## src/rtl/inst_fetch_unit_if.sv

```systemverilog
// Icache request/response channel between the fetch unit (master) and the icache (slave).
// One request may be outstanding; responses return in order, one per accepted request.
interface inst_fetch_unit_if #(
  parameter int XLEN = 32
);
  logic            ic_req_valid;
  logic [XLEN-1:0] ic_req_addr;
  logic            ic_req_ready;
  logic            ic_resp_valid;
  logic [31:0]     ic_resp_inst;

  modport master (
    output ic_req_valid,
    output ic_req_addr,
    input  ic_req_ready,
    input  ic_resp_valid,
    input  ic_resp_inst
  );

  modport slave (
    input  ic_req_valid,
    input  ic_req_addr,
    output ic_req_ready,
    output ic_resp_valid,
    output ic_resp_inst
  );
endinterface

```

## src/rtl/inst_fetch_unit.sv

```systemverilog
// Fetch front end: PC generation, single-outstanding icache requests, JAL/JALR predecode,
// redirect flush with stale-response drop, and an IQ_DEPTH-entry queue feeding decode.
module inst_fetch_unit #(
  parameter int              XLEN     = 32,
  parameter int              IQ_DEPTH = 4,
  parameter logic [XLEN-1:0] RESET_PC = '0
) (
  input  logic            clk_in,
  input  logic            rst_in,
  input  logic            rdy_in,
  inst_fetch_unit_if.master ic,
  output logic [XLEN-1:0] bp_query_pc,
  input  logic            bp_taken,
  input  logic [XLEN-1:0] bp_target,
  input  logic            redirect_valid,
  input  logic [XLEN-1:0] redirect_pc,
  input  logic            jalr_done,
  input  logic [XLEN-1:0] jalr_target,
  output logic            out_valid,
  output logic [31:0]     out_inst,
  output logic [XLEN-1:0] out_pc,
  output logic            out_pred_taken,
  input  logic            out_ready
);

  localparam int PW = (IQ_DEPTH > 1) ? $clog2(IQ_DEPTH) : 1;
  localparam int CW = $clog2(IQ_DEPTH + 1);

  localparam logic [6:0] OPC_JAL  = 7'b1101111;
  localparam logic [6:0] OPC_JALR = 7'b1100111;

  typedef enum logic [1:0] {
    S_IDLE       = 2'd0,
    S_WAIT       = 2'd1,
    S_STALL_JALR = 2'd2
  } state_t;

  state_t          state_reg, state_next;
  logic [XLEN-1:0] pc_reg, pc_next;
  logic            drop_reg, drop_next;
  logic [PW-1:0]   wr_ptr_reg, wr_ptr_next;
  logic [PW-1:0]   rd_ptr_reg, rd_ptr_next;
  logic [CW-1:0]   count_reg, count_next;

  logic [31:0]     inst_mem  [IQ_DEPTH];
  logic [XLEN-1:0] pc_mem    [IQ_DEPTH];
  logic            taken_mem [IQ_DEPTH];

  logic            req_fire;
  logic            deq;
  logic            enq;
  logic            enq_taken;
  logic            is_jal;
  logic            is_jalr;
  logic [XLEN-1:0] jal_offset;

  assign ic.ic_req_valid = !rst_in && (state_reg == S_IDLE) && (count_reg < CW'(IQ_DEPTH));
  assign ic.ic_req_addr  = pc_reg;
  assign bp_query_pc     = pc_reg;

  assign out_valid      = !rst_in && (count_reg != '0);
  assign out_inst       = inst_mem[rd_ptr_reg];
  assign out_pc         = pc_mem[rd_ptr_reg];
  assign out_pred_taken = taken_mem[rd_ptr_reg];

  assign req_fire = ic.ic_req_valid && ic.ic_req_ready;
  assign deq      = out_valid && out_ready;

  assign is_jal     = (ic.ic_resp_inst[6:0] == OPC_JAL);
  assign is_jalr    = (ic.ic_resp_inst[6:0] == OPC_JALR);
  assign jal_offset = {{(XLEN-20){ic.ic_resp_inst[31]}}, ic.ic_resp_inst[19:12],
                       ic.ic_resp_inst[20], ic.ic_resp_inst[30:21], 1'b0};

  always_comb begin
    state_next  = state_reg;
    pc_next     = pc_reg;
    drop_next   = drop_reg;
    wr_ptr_next = wr_ptr_reg;
    rd_ptr_next = rd_ptr_reg;
    count_next  = count_reg;
    enq         = 1'b0;
    enq_taken   = 1'b0;

    if (redirect_valid) begin
      pc_next     = redirect_pc;
      wr_ptr_next = '0;
      rd_ptr_next = '0;
      count_next  = '0;
      // A request still owed a response (including one accepted this very cycle)
      // must have that response thrown away when it finally arrives.
      if (state_reg == S_WAIT && !ic.ic_resp_valid) begin
        state_next = S_WAIT;
        drop_next  = 1'b1;
      end else if (state_reg == S_IDLE && req_fire) begin
        state_next = S_WAIT;
        drop_next  = 1'b1;
      end else begin
        state_next = S_IDLE;
        drop_next  = 1'b0;
      end
    end else begin
      unique case (state_reg)
        S_IDLE: begin
          if (req_fire) begin
            state_next = S_WAIT;
          end
        end
        S_WAIT: begin
          if (ic.ic_resp_valid) begin
            if (drop_reg) begin
              drop_next  = 1'b0;
              state_next = S_IDLE;
            end else begin
              enq        = 1'b1;
              state_next = S_IDLE;
              if (is_jal) begin
                pc_next   = pc_reg + jal_offset;
                enq_taken = 1'b1;
              end else if (is_jalr) begin
                state_next = S_STALL_JALR;
              end else if (bp_taken) begin
                pc_next   = bp_target;
                enq_taken = 1'b1;
              end else begin
                pc_next = pc_reg + XLEN'(4);
              end
            end
          end
        end
        S_STALL_JALR: begin
          if (jalr_done) begin
            pc_next    = jalr_target;
            state_next = S_IDLE;
          end
        end
        default: state_next = S_IDLE;
      endcase

      if (enq) begin
        wr_ptr_next = wr_ptr_reg + PW'(1);
      end
      if (deq) begin
        rd_ptr_next = rd_ptr_reg + PW'(1);
      end
      count_next = count_reg + CW'(enq) - CW'(deq);
    end
  end

  always_ff @(posedge clk_in) begin
    if (rst_in) begin
      state_reg  <= S_IDLE;
      pc_reg     <= RESET_PC;
      drop_reg   <= 1'b0;
      wr_ptr_reg <= '0;
      rd_ptr_reg <= '0;
      count_reg  <= '0;
    end else if (rdy_in) begin
      state_reg  <= state_next;
      pc_reg     <= pc_next;
      drop_reg   <= drop_next;
      wr_ptr_reg <= wr_ptr_next;
      rd_ptr_reg <= rd_ptr_next;
      count_reg  <= count_next;
    end
  end

  // Queue storage carries no reset; occupancy is tracked solely by count_reg.
  always_ff @(posedge clk_in) begin
    if (!rst_in && rdy_in && enq) begin
      inst_mem[wr_ptr_reg]  <= ic.ic_resp_inst;
      pc_mem[wr_ptr_reg]    <= pc_reg;
      taken_mem[wr_ptr_reg] <= enq_taken;
    end
  end

endmodule

```

## src/flat_wrapper.sv

```systemverilog
// flat-port wrapper written by rule: the top's interface ports become plain ports
module inst_fetch_unit_flat 
#(
  parameter int              XLEN     = 32,
  parameter int              IQ_DEPTH = 4,
  parameter logic [XLEN-1:0] RESET_PC = '0
)
  (clk_in, rst_in, rdy_in, bp_query_pc, bp_taken, bp_target, redirect_valid, redirect_pc, jalr_done, jalr_target, out_valid, out_inst, out_pc, out_pred_taken, out_ready, ic_ic_req_valid, ic_ic_req_addr, ic_ic_req_ready, ic_ic_resp_valid, ic_ic_resp_inst);
  inst_fetch_unit_if #(.XLEN(XLEN)) ic_i ();
  input  logic clk_in;
  input  logic rst_in;
  input  logic rdy_in;
  output logic [XLEN-1:0] bp_query_pc;
  input  logic bp_taken;
  input  logic [XLEN-1:0] bp_target;
  input  logic redirect_valid;
  input  logic [XLEN-1:0] redirect_pc;
  input  logic jalr_done;
  input  logic [XLEN-1:0] jalr_target;
  output logic out_valid;
  output logic [31:0] out_inst;
  output logic [XLEN-1:0] out_pc;
  output logic out_pred_taken;
  input  logic out_ready;
  output wire logic [$bits(ic_i.ic_req_valid)-1:0] ic_ic_req_valid;
  output wire logic [$bits(ic_i.ic_req_addr)-1:0] ic_ic_req_addr;
  input wire logic [$bits(ic_i.ic_req_ready)-1:0] ic_ic_req_ready;
  input wire logic [$bits(ic_i.ic_resp_valid)-1:0] ic_ic_resp_valid;
  input wire logic [$bits(ic_i.ic_resp_inst)-1:0] ic_ic_resp_inst;
  assign ic_ic_req_valid = ic_i.ic_req_valid;
  assign ic_ic_req_addr = ic_i.ic_req_addr;
  assign ic_i.ic_req_ready = ic_ic_req_ready;
  assign ic_i.ic_resp_valid = ic_ic_resp_valid;
  assign ic_i.ic_resp_inst = ic_ic_resp_inst;
  inst_fetch_unit #(.XLEN(XLEN), .IQ_DEPTH(IQ_DEPTH), .RESET_PC(RESET_PC)) u_core (.clk_in(clk_in), .rst_in(rst_in), .rdy_in(rdy_in), .ic(ic_i), .bp_query_pc(bp_query_pc), .bp_taken(bp_taken), .bp_target(bp_target), .redirect_valid(redirect_valid), .redirect_pc(redirect_pc), .jalr_done(jalr_done), .jalr_target(jalr_target), .out_valid(out_valid), .out_inst(out_inst), .out_pc(out_pc), .out_pred_taken(out_pred_taken), .out_ready(out_ready));
endmodule
```

## config.mk

```make
export PLATFORM = sky130hd
export DESIGN_NAME = inst_fetch_unit_flat
export DESIGN_NICKNAME = d
export VERILOG_FILES = /design/src/rtl/inst_fetch_unit_if.sv /design/src/rtl/inst_fetch_unit.sv /design/src/flat_wrapper.sv
export SDC_FILE = /design/constraint.sdc
export NUM_CORES = 1
export LEC_CHECK = 0
export CAP_MARGIN = 20
export CORE_UTILIZATION = 45
export DETAILED_ROUTE_END_ITERATION = 10
export PLACE_DENSITY = 0.75
export SETUP_SLACK_MARGIN = 0.3
export SLEW_MARGIN = 5
export SYNTH_ARGS = -nofsm -noshare
export SYNTH_HDL_FRONTEND = slang
export SYNTH_SLANG_ARGS = --single-unit
```

## constraint.sdc

```tcl
create_clock -name clk_in -period 9.9 [get_ports clk_in]
set_input_delay 1.485 -clock clk_in [delete_from_list [all_inputs] [get_ports clk_in]]
set_output_delay 1.485 -clock clk_in [all_outputs]
set_load 0.1 [all_outputs]
```

==> out/qor.yml, run 1 <==
clocking:
  cts.sinks: 304
  clk_latency_ps: 590
  ctsResizeCount: 0
  ctsHoldBuffers: 0
  cts.reportedPaths.clkPinSlew_ps: 60
  cts_max_path_buffers: 3
  htreeDepth: 1
  numCtsBuffers: 31
  post_cts_buffers: 0
  cts_tree: "built"
  cts_root_buffer: "clkbuf_16"
timing:
  hold_slack_ps: 485
  period_share_pct: 53.7
  finalSetupTns_ps: 0
  maxSlewViolCount: 0
  finalCriticalPeriod_ps: 5320
  hold_viol: 0
  finalClockSkew_ps: 38.8
  fmax_mhz: 188
  setup_violations: 0
  tightest_slew_ps: 1050
  rsz0062_at_grt: "no"
  max-slew-margin-rel_pct: 29.7
worst_setup_path:
  crit_chain: "clkdlybuf4s50_1 > buf_4 > nor4_1 > clkdlybuf4s50_1"
  crit_buf_inv: 3
  critical_path_depth: 4
  crit_top_cell: "clkdlybuf4s50_1"
  start_kind: "primary input"
  cp_top_family: "buffers and inverters"
  arrival_ps: 3830
  crit_path_end_kind: "output pin"
  required_ps: 8420
  critPathMaxStageDelay_ps: 1230
  ff2ff_setup_slack_ps: 6410
  critPathCapture: "ic_ic_req_valid"
  crit_fanout: 44
  r2r_cells: 8
  cp_slowest_cell: "clkdlybuf4s50_1"
  rr_endpoint: "u_core.bp_query_pc[26]$_SDFFE_PP0P_"
  startpoint: "rst_in"
  critical_path_class: "primary input to output pin"
  worstReg2RegStart: "u_core.state_reg[0]$_SDFFE_PP0P_"
detailed_routing:
  viasPerCell: 5.89
  drc_errors: 0
  first_iter_violations: 1000
  detail_route.wl_per_cell_um: 22.7
  routed_wl_um: 42100
  vias: 10920
  first_pass_iters: 5
  antenna_left: 0
global_route:
  track_usage_pct: 24.8
  antenna_found_initial: 0
  grt_max_degree: 66
  grt_pass1_wl_um: 63500
  grt_overflow: 0
  first_global_vias: 10406
synthesis:
  synthCells: 1166
  synthesis.nets: 1342
  ys.warnings.count: 0
  synth_edf_count: 260
  synthesis.area_um2: 15100
  synthArstFlopShare_pct: 0
  avgSynthCellArea_um2: 12.9
  synth.distinct_cells: 81
  ys_seq_area_share_pct: 57.6
  yosys_most_used_dff: "edfxtp_1"
  synth_seq_cells: 304
hold_path:
  hold_class: "register to register"
final_layout:
  layout.nets: 1561
  fillers: 2600
  drive_above_1_share_pct: 10.9
  design_area_um2: 18900
  area_growth_pct: 25.5
floorplanning:
  core-area_um2: 32800
  die_area_um2: 34300
  std_cell_rows: 66
  ios: 268
  die_w_um: 185
  die_y_um: 185
  start_util_pct: 46.0
placed_design:
  postPlaceCellArea_um2: 18000
  io_buffers: 267
  gp_congestion: 0.940
  dp.final_hpwl_um: 29200
pwr:
  ir_worst_vdd_mv: 0.139
  power_leakage_nw: 6.43
  powerDensity_nw_per_um2: 160
flow_run:
  max_cap_violations: 0
outcome:
  status: "finished clean"
-- per-layer routing --
| layer | wire length, um | vias to the layer above | GRT usage [%] |
|---|---|---|---|
| li1 | - | 4979 | - |
| met1 | 18100 | 5405 | 35.6 |
| met2 | 20000 | 481 | 40.0 |
| met3 | 3220 | 55 | 3.34 |
| met4 | 713 | 0 | 5.55 |
| met5 | 0 | - | 0 |
-- tightest hold or removal path, delay by kind of cell, from the launching register on --
| family | cells | cell delay, ps |
|---|---|---|
| simple gates | 1 | 60 |
| compound gates | 1 | 50 |
| flops | 1 | 320 |
-- cell usage after synthesis, types with 33 or more instances --
cell	count	area share [%]
nor2_1	72	1.8
ha_1	37	3.1
dfxtp_1	44	5.8
mux4_2	65	9.7
edfxtp_1	260	52
a21oi_1	64	2.1
clkbuf_1	43	1.1
buf_4	35	1.7
nand3_1	33	1.1
nand2_1	90	2.2
o21ai_0	63	2.1
o211ai_1	34	1.7
-- worst min path at each step --
stage,startpoint,to,slack (ps),cells after the start
floorplan,u_core.count_reg[0]$_SDFFE_PP0P_,u_core.count_reg[0]$_SDFFE_PP0P_,450,2
global placement,u_core.count_reg[0]$_SDFFE_PP0P_,u_core.count_reg[0]$_SDFFE_PP0P_,460,2
detailed placement,u_core.count_reg[0]$_SDFFE_PP0P_,u_core.count_reg[0]$_SDFFE_PP0P_,480,2
CTS,u_core.count_reg[0]$_SDFFE_PP0P_,u_core.count_reg[0]$_SDFFE_PP0P_,480,2
global route,u_core.count_reg[0]$_SDFFE_PP0P_,u_core.count_reg[0]$_SDFFE_PP0P_,510,2
finish,u_core.count_reg[0]$_SDFFE_PP0P_,u_core.count_reg[0]$_SDFFE_PP0P_,490,2
-- cell usage in the layout (no fill, tap or decap), drive strengths merged, types with 5 or more instances in the layout --
cell type	netlist	layout
inv	26	30
edfxtp	260	260
nand3	34	34
a311oi	5	5
mux2i	6	6
o211ai	34	34
a21oi	64	64
and2	6	6
o311ai	5	5
dfxtp	44	44
a211oi	14	14
o21bai	6	6
o21ai	65	65
nor2	72	72
nand4	11	11
nor3	25	25
and3	10	10
buf	56	19
xor2	13	13
clkinv	1	14
clkdlybuf4s50	0	266
a21o	23	23
xnor2	19	19
nor4	8	8
clkbuf	43	36
a31oi	15	15
or3	19	19
o21a	12	12
nand2b	5	5
o41ai	5	5
ha	37	37
mux4	65	65
nand2	90	90
-- final cells by class --
type	instances	area [um^2]	share of cell area (%)
repair buffers	285	2800	14.8
flip-flops and latches	304	8700	45.9
inverters	27	101	0.535
multi-input cells	736	5810	30.6
diodes	1	2.50	0.0132
well taps	442	553	2.92
clock inverters	22	191	1.01
clock buffers	36	795	4.19
-- logic make-up after synthesis --
group,synth area share (%)
mux,10.1
simple gates,10.0
fa+ha+maj,3.33
flops,57.6
buf+inv,4.11
xor+xnor,1.86
compound gates,13.0
-- per-stage QoR --
step | util (%) | setup slack, ps | power, mW | instances
detailed placement | 54.8 | 4600 | 1.92 | 1794
global route | 57.8 | 4410 | 3.13 | 1852
finish | 57.8 | 4580 | 3.03 | 1853
CTS | 57.8 | 4570 | 3.05 | 1852
floorplan | - | 3810 | 1.77 | 1166
global placement | 54.8 | 4610 | 1.92 | 1794
-- report_power, final --
part	internal (mW)	switching, mW
logic	0.156	0.312
registers	1.40	0.0343
clock network	0.633	0.497
total	2.19	0.843
(Power assumes the default switching activity.)
==> run 2: changes to the inputs <==
- PLACE_DENSITY: 0.75 -> 0.78
- clock period: 9.9 -> 4.5 ns (I/O delays scaled with it)
==> out/qor.yml, run 2 (synthesis results as in run 1) <==
global_route:
  grt_max_degree: 66  # unchanged
  grt_pass1_wl_um: 64000  # +0.75%
  first_global_vias: 10555  # +1.4%
  antenna_found_initial: 2  # +2
  track_usage_pct: 25.2  # +0.44 points
  grt_overflow: 0  # unchanged
placed_design:
  placedCellCount: 1801  # +0.39%
  dp.final_hpwl_um: 30400  # +4.4%
  gp_congestion: 0.945  # +0.53%
  io_buffers: 267  # unchanged
detailed_routing:
  drc_errors: 0  # unchanged
  first_iter_violations: 1126  # +13%
  first_pass_iters: 5  # unchanged
  viasPerCell: 5.98  # +1.4%
  vias: 11131  # +1.9%
  antenna_left: 0  # unchanged
  detail_route.wl_per_cell_um: 23.3  # +2.6%
  routed_wl_um: 43400  # +3.1%
clocking:
  cts_tree: "built"
  htreeDepth: 1  # unchanged
  clk_latency_ps: 570  # -20 ps
  cts.sinks: 304  # unchanged
  cts_max_path_buffers: 3  # unchanged
  cts_root_buffer: "clkbuf_16"
  numCtsBuffers: 31  # unchanged
  ctsHoldBuffers: 0  # unchanged
  cts.reportedPaths.clkPinSlew_ps: 70  # about the same
  post_cts_buffers: 0  # unchanged
  ctsResizeCount: 0  # unchanged
timing:
  rsz0062_at_grt: "no"
  setup_violations: 0  # unchanged
  maxSlewViolCount: 0  # unchanged
  tightest_slew_ps: 1050  # -9.42 ps
  finalClockSkew_ps: 31.2  # -7.61 ps
  fmax_mhz: 269
  max-slew-margin-rel_pct: 30.2  # +0.48 points
  hold_viol: 0  # unchanged
  finalSetupTns_ps: 0  # unchanged
  finalCriticalPeriod_ps: 3720
  period_share_pct: 82.6
final_layout:
  multi_input_area_um2: 5810  # +0.11%
  layout_common_cells: "edfxtp_1, clkdlybuf4s50_1, nand2_1"
  drive_above_1_share_pct: 13.0  # +2.1 points
  regArea_um2: 8700  # unchanged
  layout.cells.most_common: "edfxtp_1"
  fin_cells: 1862  # +0.49%
  layout.nets: 1569  # +0.51%
  area_growth_pct: 26.1
  fillers: 2638  # +1.5%
pwr:
  powerDensity_nw_per_um2: 350  # +120%
  power_frac_clock_pct: 36.8  # -0.5 points
  seqPwrFrac_pct: 47.5  # +0.2 points
  power_leakage_nw: 6.51  # +1.3%
  ir_worst_vdd_mv: 0.277  # +99%
  combPwrFrac_pct: 15.6  # +0.2 points
  p_sw_mw: 1.84  # +120%
  intPower_mw: 4.81  # +120%
  p_sw_share_pct: 27.7  # -0.13 points
worst_setup_path:
  start_kind: "register"
  crit_buf_inv: 2  # -1
  cp_slowest_cell: "clkdlybuf4s50_1"
  crit_path_end_kind: "output pin"
  crit_chain: "buf_12 > mux4_2 > clkdlybuf4s50_1"
  crit_fanout: 65  # +48%
  required_ps: 3830  # -4590 ps
  critical_path_class: "register to output pin"
  arrival_ps: 3040  # -790 ps
  critPathMaxStageDelay_ps: 990  # -240 ps
  cp_top_family: "buffers and inverters"
  ff2ff_setup_slack_ps: 1300  # -5110 ps
floorplanning:
  start_util_pct: 46.0  # unchanged
  die_y_um: 185  # unchanged
  die_w_um: 185  # unchanged
  std_cell_rows: 66  # unchanged
  die_area_um2: 34300  # unchanged
  core-area_um2: 32800  # unchanged
  ios: 268  # unchanged
flow_run:
  max_cap_violations: 0  # unchanged
hold_path:
  hold_class: "register to register"
outcome:
  status: "finished clean"
## run 2: cell count changes in the layout (fill, tap and decap cells not counted), sizes merged, moves of 2 or more
cell and change:
clkdlybuf4s50 -19, clkinvlp -2, clkinv +3, inv -3
diode +2, buf +27
## run 2: worst reg2reg max path, stage by stage (launching register included)
cell       delay (ps)
dfxtp_1           490
ha_1              260
inv_1              70
fa_1              400
nor2b_1           130
o21a_1            160
o21ai_2           120
a2111oi_2         520
nor3_2            130
xnor2_1           160
a2111oi_0         460
nor4_1            120
## run 2: layout make-up
class | count | area share (%)
inverters | 27 | 0.533
multi-input cells | 736 | 30.5
clock buffers | 37 | 4.19
diodes | 3 | 0.0395
repair buffers | 293 | 15.2
clock inverters | 20 | 0.881
well taps | 442 | 2.91
flip-flops and latches | 304 | 45.7
## run 2: power by group through the flow
stage | registers (mW) | logic [mW] | clock network (mW)
final | 3.16 | 1.04 | 2.45
after global placement | 3.22 | 1.02 | 0
after floorplan | 3.33 | 0.561 | 0
after detailed placement | 3.22 | 1.02 | 0
after CTS | 3.16 | 1.03 | 2.49
after global routing | 3.16 | 1.10 | 2.60
## run 2: final timing paths
check,start,endpoint,cells after the start
hold reg to reg,u_core.count_reg[0]$_SDFFE_PP0P_,u_core.count_reg[0]$_SDFFE_PP0P_,2
setup / recovery,register,out_pc[29],3
setup reg to reg,u_core.bp_query_pc[1]$_SDFFE_PP0P_,u_core.bp_query_pc[15]$_SDFFE_PP0P_,11
hold / removal,u_core.count_reg[0]$_SDFFE_PP0P_,u_core.count_reg[0]$_SDFFE_PP0P_,2
## run 2: through the flow
step                      total power [mW]  setup WS, ps  area [um^2]  util (%)  hold WS [ps]
after detailed placement              4.24           651        18000      55.0           474
final                                 6.65           784        19000      58.0           485
after CTS                             6.68           765        19000      58.0           483
after floorplan                       3.89           626        15100         -           454
after global placement                4.24           632        18000      55.0           468
after global routing                  6.86           683        19000      58.0           504
## run 2: layer usage
| metal | up-vias | GRT usage [%] | routed length, um |
|---|---|---|---|
| met5 | - | 0 | 0 |
| met4 | 0 | 8.83 | 1350 |
| met3 | 77 | 4.19 | 3830 |
| met2 | 567 | 38.6 | 19800 |
| met1 | 5484 | 36.3 | 18400 |
| li1 | 5003 | - | - |
==> run 3: changes to the inputs <==
- clock period: 4.5 -> 3.2 ns (I/O delays scaled with it)
==> out/qor.yml, run 3 (synthesis results as in run 1) <==
final_layout:
  area_growth_pct: 30.4
  layout.nets: 1657  # +5.6%
  fillers: 2533  # -4.0%
  layout.cells.most_common: "edfxtp_1"
  fin_util_pct: 60.0  # +2.0 points
  drive_above_1_share_pct: 27.1  # +14 points
  layout_common_cells: "edfxtp_1, buf_4, clkdlybuf4s50_1"
global_route:
  grt_overflow: 0  # unchanged
  first_global_vias: 11306  # +7.1%
  track_usage_pct: 26.6  # +1.4 points
  grt_pass1_wl_um: 67500  # +5.4%
  antenna_found_initial: 2  # unchanged
  grt_max_degree: 51  # -23%
detailed_routing:
  routed_wl_um: 45300  # +4.5%
  drc_errors: 0  # unchanged
  antenna_left: 0  # unchanged
  vias: 11549  # +3.8%
  detail_route.wl_per_cell_um: 23.2  # -0.23%
  first_pass_iters: 7  # +2
  first_iter_violations: 1018  # -9.6%
  viasPerCell: 5.92  # -0.93%
floorplanning:
  die_area_um2: 34300  # unchanged
  die_y_um: 185  # unchanged
  die_w_um: 185  # unchanged
  start_util_pct: 46.0  # unchanged
  std_cell_rows: 66  # unchanged
  ios: 268  # unchanged
  core-area_um2: 32800  # unchanged
worst_setup_path:
  crit_chain: "clkdlybuf4s50_1 > ha_1 > inv_1 > fa_2 > nor2b_1 > o21a_1 > o21ai_2 > a2111oi_4 > buf_4 > o21a_1 > nor3_1 > or4_1 > nand3_1"
  r2r_cells: 11  # unchanged
  required_ps: 3660  # -170 ps
  worstReg2RegStart: "u_core.bp_query_pc[2]$_SDFFE_PP0P_"
  cp_slowest_cell: "or4_1"
  critical_path_class: "primary input to register"
  crit_buf_inv: 3  # +1
  arrival_ps: 3300  # +260 ps
  crit_top_cell: "o21a_1"
  crit_path_end_kind: "register"
  ff2ff_setup_slack_ps: 390  # -910 ps
  crit_fanout: 3  # -95%
  cp_top_family: "simple AND/OR/NAND/NOR gates"
  critPathMaxStageDelay_ps: 520  # -470 ps
  start_kind: "primary input"
  startpoint: "ic_ic_resp_inst[21]"
  rr_endpoint: "u_core.bp_query_pc[31]$_SDFFE_PP0P_"
pwr:
  combPwrFrac_pct: 16.2  # +0.6 points
  power_leakage_nw: 7.18  # +10%
  intPower_mw: 7.08  # +47%
  total_power_mw: 9.80  # +47%
  ir_worst_vdd_mv: 0.358  # +29%
  seqPwrFrac_pct: 45.2  # -2.3 points
  power_frac_clock_pct: 38.5  # +1.7 points
  p_sw_mw: 2.72  # +48%
  p_sw_share_pct: 27.8  # +0.10 points
  powerDensity_nw_per_um2: 498  # +43%
placed_design:
  io_buffers: 267  # unchanged
  dpl_worst_slack_ps: -200  # -851 ps
  gp_congestion: 0.932  # -1.4%
  dp.final_hpwl_um: 32400  # +6.6%
timing:
  hold_slack_ps: 432  # -53.9 ps
  tightest_slew_ps: 976  # -69.5 ps
  maxSlewViolCount: 0  # unchanged
  finalClockSkew_ps: 17.3  # -13.8 ps
  period_share_pct: 88.5
  fmax_mhz: 353
  finalSetupTns_ps: 0  # unchanged
  max-slew-margin-rel_pct: 34.7  # +4.5 points
  rsz0062_at_grt: "yes"
  setup_violations: 0  # unchanged
  finalCriticalPeriod_ps: 2830
  hold_viol: 0  # unchanged
  layout_setup_ws_ps: 367  # -417 ps
clocking:
  numCtsBuffers: 34  # +9.7%
  cts_tree: "built"
  clk_latency_ps: 530  # -40 ps
  cts.sinks: 304  # unchanged
  cts_root_buffer: "clkbuf_16"
  cts.reportedPaths.clkPinSlew_ps: 60  # about the same
  cts_max_path_buffers: 3  # unchanged
  htreeDepth: 2  # +1
hold_path:
  holdPathEnd: "u_core.bp_query_pc[12]$_SDFFE_PP0P_"
  hold_class: "primary input to register"
  hold_path_depth: 3  # +1
  min_from: "redirect_valid"
flow_run:
  max_cap_violations: 0  # unchanged
outcome:
  status: "finished clean"
==> run 3: final cells by class <==
type,instances,area (um^2),share of cell area (%)
Clock buffer,42,891,4.53
Inverter,27,101,0.515
Tap cell,442,553,2.81
Multi-Input combinational cell,736,5860,29.8
Timing Repair Buffer,378,3340,17.0
Sequential cell,304,8720,44.3
Clock inverter,20,206,1.05
Antenna cell,1,2.50,0.0127
==> run 3: how the worst max path moves through the flow <==
stage	to	slack, ps	depth (start not counted)
final	u_core.bp_query_pc[31]$_SDFFE_PP0P_	370	13
after CTS	u_core.bp_query_pc[31]$_SDFFE_PP0P_	340	13
after global placement	u_core.bp_query_pc[31]$_SDFFE_PP0P_	-140	13
after global routing	u_core.bp_query_pc[26]$_SDFFE_PP0P_	270	9
after floorplan	u_core.count_reg[2]$_SDFFE_PP0P_	30	12
after detailed placement	u_core.bp_query_pc[31]$_SDFFE_PP0P_	-200	13
==> run 3: timing repair <==
| item | 4_1_cts | 5_1_grt |
|---|---|---|
| gates resized for setup | 0 | 7 |
| buffers inserted | 0 | 1 |
| endpoints found under the setup margin | 0 | 9 |
| hold buffers | 0 | 0 |
==> run 3: routing by layer <==
| metal | wire (um) | GRT usage (%) | share of wire, % |
|---|---|---|---|
| met1 | 18600 | 36.2 | 41 |
| met2 | 20800 | 41.4 | 46 |
| met3 | 4270 | 5.82 | 9.4 |
| met4 | 1680 | 10.5 | 3.7 |
| met5 | 0 | 0 | 0 |
==> run 3: power by group through the flow <==
stage          combinational, mW  sequential [mW]  clock, mW
3_3_place_gp                1.55             4.51          0
2_1_floorplan              0.788             4.69          0
3_5_place_dp                1.56             4.52          0
6_report                    1.59             4.44       3.78
5_1_grt                     1.68             4.44       3.98
4_1_cts                     1.57             4.43       3.83
==> run 3: metrics by stage <==
stage / cells / instance area (um^2)
floorplan: 1166 / 15100
global placement: 1886 / 18500
detailed placement: 1886 / 18500
CTS: 1948 / 19600
global route: 1950 / 19700
finish: 1950 / 19700
==> run 3: worst min-delay path: stages <==
cell	delay, ps
buf_2	220
nand3_1	110
a31oi_1	80
